[src/rtl/filter_seq.sv]
// filter_seq: control sequencer for the FIR filter datapath.
//
// Accepts one input sample at a time over a req/gnt handshake and writes it
// into a circular delay line held in an external sample RAM. For each sample
// it steps through Order+1 taps, driving the sample read address, the
// coefficient address and the MAC strobes. It then waits MacLatency cycles
// for the MAC pipeline to drain and holds a result request until the
// consumer grants it. After reset the whole delay line is zeroed before the
// first sample is accepted.
//
// Ports:
//   clk_i, rst_ni                 clock, asynchronous active-low reset
//   data_in_req_i/gnt_o/data_in_i upstream sample handshake and data
//   smp_we_o/waddr_o/wdata_o      sample RAM write port
//   smp_raddr_o                   sample RAM read address for the current tap
//   coef_raddr_o                  coefficient ROM address (tap index)
//   mac_en_o, mac_clr_o           MAC accumulate strobe / load-instead-of-add
//   data_out_req_o/gnt_i          result handshake
//   busy_o                        high whenever the sequencer is not idle
module filter_seq #(
  parameter int Order      = 127,
  parameter int AddrWidth  = 7,
  parameter int DataWidth  = 16,
  parameter int MacLatency = 2
) (
  input  logic                 clk_i,
  input  logic                 rst_ni,
  input  logic                 data_in_req_i,
  output logic                 data_in_gnt_o,
  input  logic [DataWidth-1:0] data_in_i,
  output logic                 smp_we_o,
  output logic [AddrWidth-1:0] smp_waddr_o,
  output logic [DataWidth-1:0] smp_wdata_o,
  output logic [AddrWidth-1:0] smp_raddr_o,
  output logic [AddrWidth-1:0] coef_raddr_o,
  output logic                 mac_en_o,
  output logic                 mac_clr_o,
  output logic                 data_out_req_o,
  input  logic                 data_out_gnt_i,
  output logic                 busy_o
);

  typedef enum logic [2:0] {
    CLEAR = 3'd0,
    IDLE  = 3'd1,
    MAC   = 3'd2,
    DRAIN = 3'd3,
    OUT   = 3'd4
  } state_e;

  localparam logic [AddrWidth-1:0] LastIdx = AddrWidth'(Order);
  localparam logic [AddrWidth-1:0] One     = AddrWidth'(1);
  // One extra bit so newest+N-k can be formed without overflow before it is
  // truncated back to an address.
  localparam logic [AddrWidth:0]   NumTaps = (AddrWidth+1)'(Order + 1);

  // The drain counter only needs to reach MacLatency-1; keep it at least one
  // bit wide so the declaration stays legal when MacLatency is 0 or 1.
  localparam int                DrainW    = (MacLatency > 1) ? $clog2(MacLatency) : 1;
  localparam logic [DrainW-1:0] DrainLast = DrainW'((MacLatency > 0) ? MacLatency - 1 : 0);

  state_e                 state_q, state_d;
  logic [AddrWidth-1:0]   counter_q, counter_d;
  logic [AddrWidth-1:0]   wr_ptr_q, wr_ptr_d;
  logic [AddrWidth-1:0]   newest_q, newest_d;
  logic [DrainW-1:0]      drain_q, drain_d;

  always_ff @(posedge clk_i or negedge rst_ni) begin
    if (!rst_ni) begin
      state_q   <= CLEAR;
      counter_q <= '0;
      wr_ptr_q  <= '0;
      newest_q  <= '0;
      drain_q   <= '0;
    end else begin
      state_q   <= state_d;
      counter_q <= counter_d;
      wr_ptr_q  <= wr_ptr_d;
      newest_q  <= newest_d;
      drain_q   <= drain_d;
    end
  end

  always_comb begin
    state_d        = state_q;
    counter_d      = counter_q;
    wr_ptr_d       = wr_ptr_q;
    newest_d       = newest_q;
    drain_d        = drain_q;
    data_in_gnt_o  = 1'b0;
    smp_we_o       = 1'b0;
    smp_waddr_o    = '0;
    smp_wdata_o    = '0;
    smp_raddr_o    = '0;
    coef_raddr_o   = '0;
    mac_en_o       = 1'b0;
    mac_clr_o      = 1'b0;
    data_out_req_o = 1'b0;
    busy_o         = 1'b1;

    case (state_q)
      CLEAR: begin
        smp_we_o    = 1'b1;
        smp_waddr_o = counter_q;
        if (counter_q == LastIdx) begin
          counter_d = '0;
          state_d   = IDLE;
        end else begin
          counter_d = counter_q + One;
        end
      end

      IDLE: begin
        busy_o        = 1'b0;
        // Grant is a pure state decode, so req alone completes the handshake.
        data_in_gnt_o = 1'b1;
        if (data_in_req_i) begin
          smp_we_o    = 1'b1;
          smp_waddr_o = wr_ptr_q;
          smp_wdata_o = data_in_i;
          newest_d    = wr_ptr_q;
          wr_ptr_d    = (wr_ptr_q == LastIdx) ? '0 : wr_ptr_q + One;
          counter_d   = '0;
          state_d     = MAC;
        end
      end

      MAC: begin
        mac_en_o     = 1'b1;
        mac_clr_o    = (counter_q == '0);
        coef_raddr_o = counter_q;
        // Walk backwards from the newest sample; wrap by adding N explicitly
        // so non-power-of-two delay lines never touch addresses >= N.
        if (newest_q >= counter_q) begin
          smp_raddr_o = newest_q - counter_q;
        end else begin
          smp_raddr_o = AddrWidth'({1'b0, newest_q} + NumTaps - {1'b0, counter_q});
        end
        if (counter_q == LastIdx) begin
          counter_d = '0;
          drain_d   = '0;
          state_d   = (MacLatency == 0) ? OUT : DRAIN;
        end else begin
          counter_d = counter_q + One;
        end
      end

      DRAIN: begin
        if (drain_q == DrainLast) begin
          drain_d = '0;
          state_d = OUT;
        end else begin
          drain_d = drain_q + DrainW'(1);
        end
      end

      OUT: begin
        data_out_req_o = 1'b1;
        if (data_out_gnt_i) begin
          state_d = IDLE;
        end
      end

      default: begin
        state_d = CLEAR;
      end
    endcase
  end

endmodule

[config.mk]
export PLATFORM = sky130hd
export DESIGN_NAME = filter_seq
export DESIGN_NICKNAME = d
export VERILOG_FILES = /design/src/rtl/filter_seq.sv
export SDC_FILE = /design/constraint.sdc
export NUM_CORES = 1
export LEC_CHECK = 0
export CORE_AREA = 5 5 68 70
export DETAILED_ROUTE_END_ITERATION = 10
export DIE_AREA = 0 0 73 75
export HOLD_SLACK_MARGIN = 0.03
export PLACE_DENSITY = 0.81
export REMOVE_ABC_BUFFERS = 1
export SLEW_MARGIN = 0
export SYNTH_ARGS = -nofsm -noshare
export SYNTH_HDL_FRONTEND = slang
export SYNTH_SLANG_ARGS = --single-unit
[constraint.sdc]
create_clock -name clk_i -period 6.9 [get_ports clk_i]
set_input_delay 1.38 -clock clk_i [delete_from_list [all_inputs] [get_ports clk_i]]
set_output_delay 1.38 -clock clk_i [all_outputs]
set_load 0.03 [all_outputs]
### Word-level counts from Yosys, hierarchy flattened

Index checks and enable logic that the tools add are counted.

| storage, ports and cells | value |
|---|---|
| register bits | 25 |
| input port bits | 20 |
| output and inout bits | 43 |
| logic and storage cells | 59 |

| operators by class | value |
|---|---|
| add/subtract/negate cells | 6 |
| order comparisons | 1 |
| eq/ne operators | 11 |
| muxes and demuxes | 27 |
| reductions and logical operators | 9 |

Operators by type and width:

| cell | number |
|---|---|
| $mux W7 | 7 |
| $mux W16 | 2 |
| $pmux W7 S2 | 2 |
| $add A7 B1 Y7 const B | 3 |
| $mux W3 | 5 |
| $pmux W3 S5 | 1 |
| $eq A7 B7 Y1 const B | 2 |
| $sub A7 B7 Y7 | 2 |
| $ne A2 B2 Y1 const B | 5 |
| $mux W1 | 8 |
| $ge A7 B7 Y1 | 1 |
| $logic_not A7 Y1 | 1 |
| $eq A3 B2 Y1 const B | 2 |
| $reduce_and A2 Y1 | 3 |
| $reduce_and A5 Y1 | 1 |
| $pmux W1 S2 | 2 |
| $reduce_bool A2 Y1 | 2 |
| $eq A3 B1 Y1 const B | 1 |
| $eq A3 B3 Y1 const B | 1 |
| $logic_not A3 Y1 | 1 |
| $reduce_or A2 Y1 | 1 |
| $add A1 B1 Y1 const B | 1 |

### Logic depth before layout (Yosys ltp)

| logic depth | value |
|---|---|
| word-level depth | 4 |
| mapped depth | 8 |

### Least setup slack after synthesis

Ideal clock, no wire load.

| path | value |
|---|---|
| kind | input to output |
| start point | in data_in_req_i |
| end point | out smp_waddr_o[2] |
| data arrival time | 2.567 ns |
| required time | 5.520 ns |
| path slack | 2.953 ns |
| cell stages on the path | 5 |
| buffers on the path | 2 |
| path through | buf_2 and4bb_2 buf_4 nand2_1 a21oi_1 |

| between the ends | value |
|---|---|
| longest elaborated chain between the ends | 2 |

Ends and longest elaborated chain:

| what | line | source |
|---|---|---|
| start: declaration | 28 | `input logic data_in_req_i,` |
| $mux W7 | 117 | `if (data_in_req_i) begin` |
| $pmux W7 S2 | 101 | `case (state_q)` |
| end: declaration | 32 | `output logic [AddrWidth-1:0] smp_waddr_o,` |

No other way between the ends.

### Worst setup path in the final report

Ends and elaborated chain as after synthesis.

==> results.json <==
{
  "hold_start": "wr_ptr_q[2]",
  "final_cell_mix": "clkdlybuf4s50_1, dfrtp_1, o21ai_0, and2_1, nand2_1",
  "reg2reg_depth": 4,
  "ys_types": 42,
  "maxCapViolCount": 0,
  "swShare_pct": 48.60,
  "drive_gt1_share_pct": 5.435,
  "synthAdderAreaFrac_pct": 7.235,
  "cts_buffers": 3,
  "drt_iter0_markers": 60,
  "die_h_microns": 75,
  "syn_inst": 223,
  "start_util_pct": 46.84,
  "hold_end": "wr_ptr_q[2]",
  "synthArstFlopShare_pct": 100.0,
  "crit_path_max_fanout": 32,
  "synth_area_sq_um": 1833,
  "powerDensity_nw_per_um2": 350.0,
  "cts.path.max_buffers": 2,
  "cts_tree": "done",
  "worstPathBufferInverterCount": 2,
  "syn_area_per_cell_sq_um": 8.220,
  "first_pass_iters": 4,
  "ant_nets": 0,
  "fin_nets": 307,
  "slew_violations": 0,
  "r2r-end": "counter_q[2]",
  "vias": 1762,
  "area.growth.synth_to_final_pct": 36.04,
  "wirelength_microns": 4846,
  "place_hpwl_microns": 3732,
  "finalCoreUtilization_pct": 63.71,
  "synth-edff-count": 0,
  "min_path_type": "reg2reg",
  "io_buffers": 62,
  "cp-end-kind": "output port",
  "crit_arrival_ns": 3.75,
  "gp_congestion": 0.8763,
  "seq_area_frac_synth_pct": 34.13,
  "max_stage_delay_ns": 0.70,
  "clkPwrFrac_pct": 10.2,
  "fin_ws_ns": 1.771,
  "antenna_cells": 0,
  "yosys_register_bits": 25,
  "p_total_uw": 872.7,
  "post-cts-setup-buffers": 0,
  "die_area_sq_um": 5475,
  "hold_viol": 0,
  "slowest_stage": "clkdlybuf4s50_1",
  "internal_power_uw": 448.5,
  "antenna_found_initial": 0,
  "synth_xor_area_share_pct": 2.389,
  "setup_viol_count_final": 0,
  "final_common_cell": "clkdlybuf4s50_1",
  "power.leakage_nw": 1.067,
  "htreeDepth": 1,
  "ir_drop_uv": 211.9,
  "grt_use_met3_pct": 1.869,
  "tns_ns": 0,
  "hold_buffers": 0,
  "worstPathRequired_ns": 5.52,
  "power_frac_seq_pct": 26.7,
  "crit_family": "buffers and inverters",
  "worstSetupStartpointType": "input port",
  "wl_per_cell_microns": 14.87,
  "worst_hold_path.num_cells": 1,
  "startpoint": "data_in_req_i",
  "cp_common_cell": "clkdlybuf4s50_1",
  "p_sw_uw": 424.2,
  "dpl_worst_slack_ns": 1.768,
  "drcViolationCount": 0,
  "relSlewSlack_pct": 26.93,
  "core_sq_um": 3914,
  "rr_startpoint": "state_q[0]",
  "rsz0062_at_grt": "false",
  "grt_max_degree": 33,
  "ff2ff_setup_slack_ns": 4.71,
  "synth_top_family_by_area": "simple AND/OR/NAND/NOR gates",
  "use_met2_pct": 29.69,
  "viasPerCell": 5.405,
  "cp_cell_sequence": "clkdlybuf4s50_1 > and4bb_2 > nand2_1 > a21oi_1 > clkdlybuf4s50_1",
  "grt_pass1_vias": 1687,
  "status": "finished clean",
  "grt_pass1_wl_microns": 7852,
  "top_usage_layer": "met2",
  "clkLatencyLatePin_ns": 0.27,
  "worst_pin_slew_ns": 1.093,
  "fmax_mhz": 195.0,
  "grt-ovfl-total": 0,
  "clkSinkCount": 25,
  "post-route-min-period_ns": 5.129,
  "ys_warn_count": 0,
  "synthFlopType": "dfrtp_1",
  "cts_resized": 0,
  "grt_usage_pct": 17.81,
  "met1_usage_pct": 24.38,
  "root_buffer": "clkbuf_8",
  "whs_ns": 0.5009,
  "fin_skew_ns": 0.005768,
  "period_share_pct": 74.34,
  "worstSetupPathType": "in2out",
  "synthMuxAreaShare_pct": 4.300,
  "yosys.area_share.simple_pct": 28.12,
  "clk_pin_slew_ns": 0.09,
  "pwr-share-comb_pct": 63.1,
  "ios": 63,
  "rows": 23,
  "synth-compound-area-share_pct": 16.86,
  "fp.dieW_microns": 73
}
-- worst max-delay path by stage --
stage                     endpoint  slack (ns)  depth (start not counted)
floorplan           smp_waddr_o[2]        2.99                          3
global placement    smp_waddr_o[2]        1.84                          5
detailed placement  smp_waddr_o[2]        1.77                          5
CTS                 smp_waddr_o[2]        1.77                          5
global route        smp_waddr_o[2]        1.60                          5
finish              smp_waddr_o[2]        1.77                          5
-- power groups by stage --
stage	Sequential (mW)	Combinational, mW	Clock [mW]
2_1_floorplan	0.214	0.358	0
3_3_place_gp	0.234	0.544	0
3_5_place_dp	0.235	0.551	0
4_1_cts	0.231	0.554	0.0916
5_1_grt	0.238	0.599	0.0975
6_report	0.233	0.551	0.0889
-- synthesized netlist by cell type, drive strengths merged, types with 6 or more instances --
| cell | number | area, sq um |
|---|---|---|
| nor2 | 17 | 63.81 |
| nand2 | 18 | 67.56 |
| buf | 6 | 45.04 |
| o21ai | 21 | 105.1 |
| inv | 15 | 56.30 |
| a21oi | 17 | 85.08 |
| clkbuf | 7 | 26.28 |
| mux2 | 7 | 78.83 |
| dfrtp | 25 | 625.6 |
| nand2b | 7 | 43.79 |
| ha | 9 | 112.6 |
| nand3 | 13 | 65.06 |
| and2 | 20 | 125.1 |
-- sequential cells by signal, indices dropped and copies added, names as in the netlist --
signal and cells:
counter_q 7, drain_q 1, newest_q 7, state_q 3, wr_ptr_q 7
-- per-layer routing --
metal	vias up	share of wire, %
met4	0	1.1
met2	43	50
li1	872	-
met5	-	0
met3	6	4.3
met1	841	44
-- cells by family (layout without fill, tap and decap cells) --
family                   count (synthesis)  after routing
AND/OR/NAND/NOR                         95             95
AO/OA/AOI/OAI                           53             53
buffers and inverters                   28             81
flip-flops                              25             25
adder cells (fa/ha/maj)                 10             10
multiplexers                             7              7
XOR/XNOR                                 5              5
-- stage by stage --
stage | cells | instance area, sq um
final | 326 | 2494
after global routing | 326 | 2494
after CTS | 326 | 2494
after detailed placement | 322 | 2445
after global placement | 322 | 2445
after floorplan | 210 | 1762
-- cell type report --
type,instances,area (sq um)
Fill cell,356,1420
Multi-Input combinational cell,170,1080
Sequential cell,25,625.6
Timing Repair Buffer,62,620.6
Tap cell,50,62.56
Inverter,15,56.30
Clock buffer,3,41.29
Clock inverter,1,7.507
(Power assumes the default switching activity.)
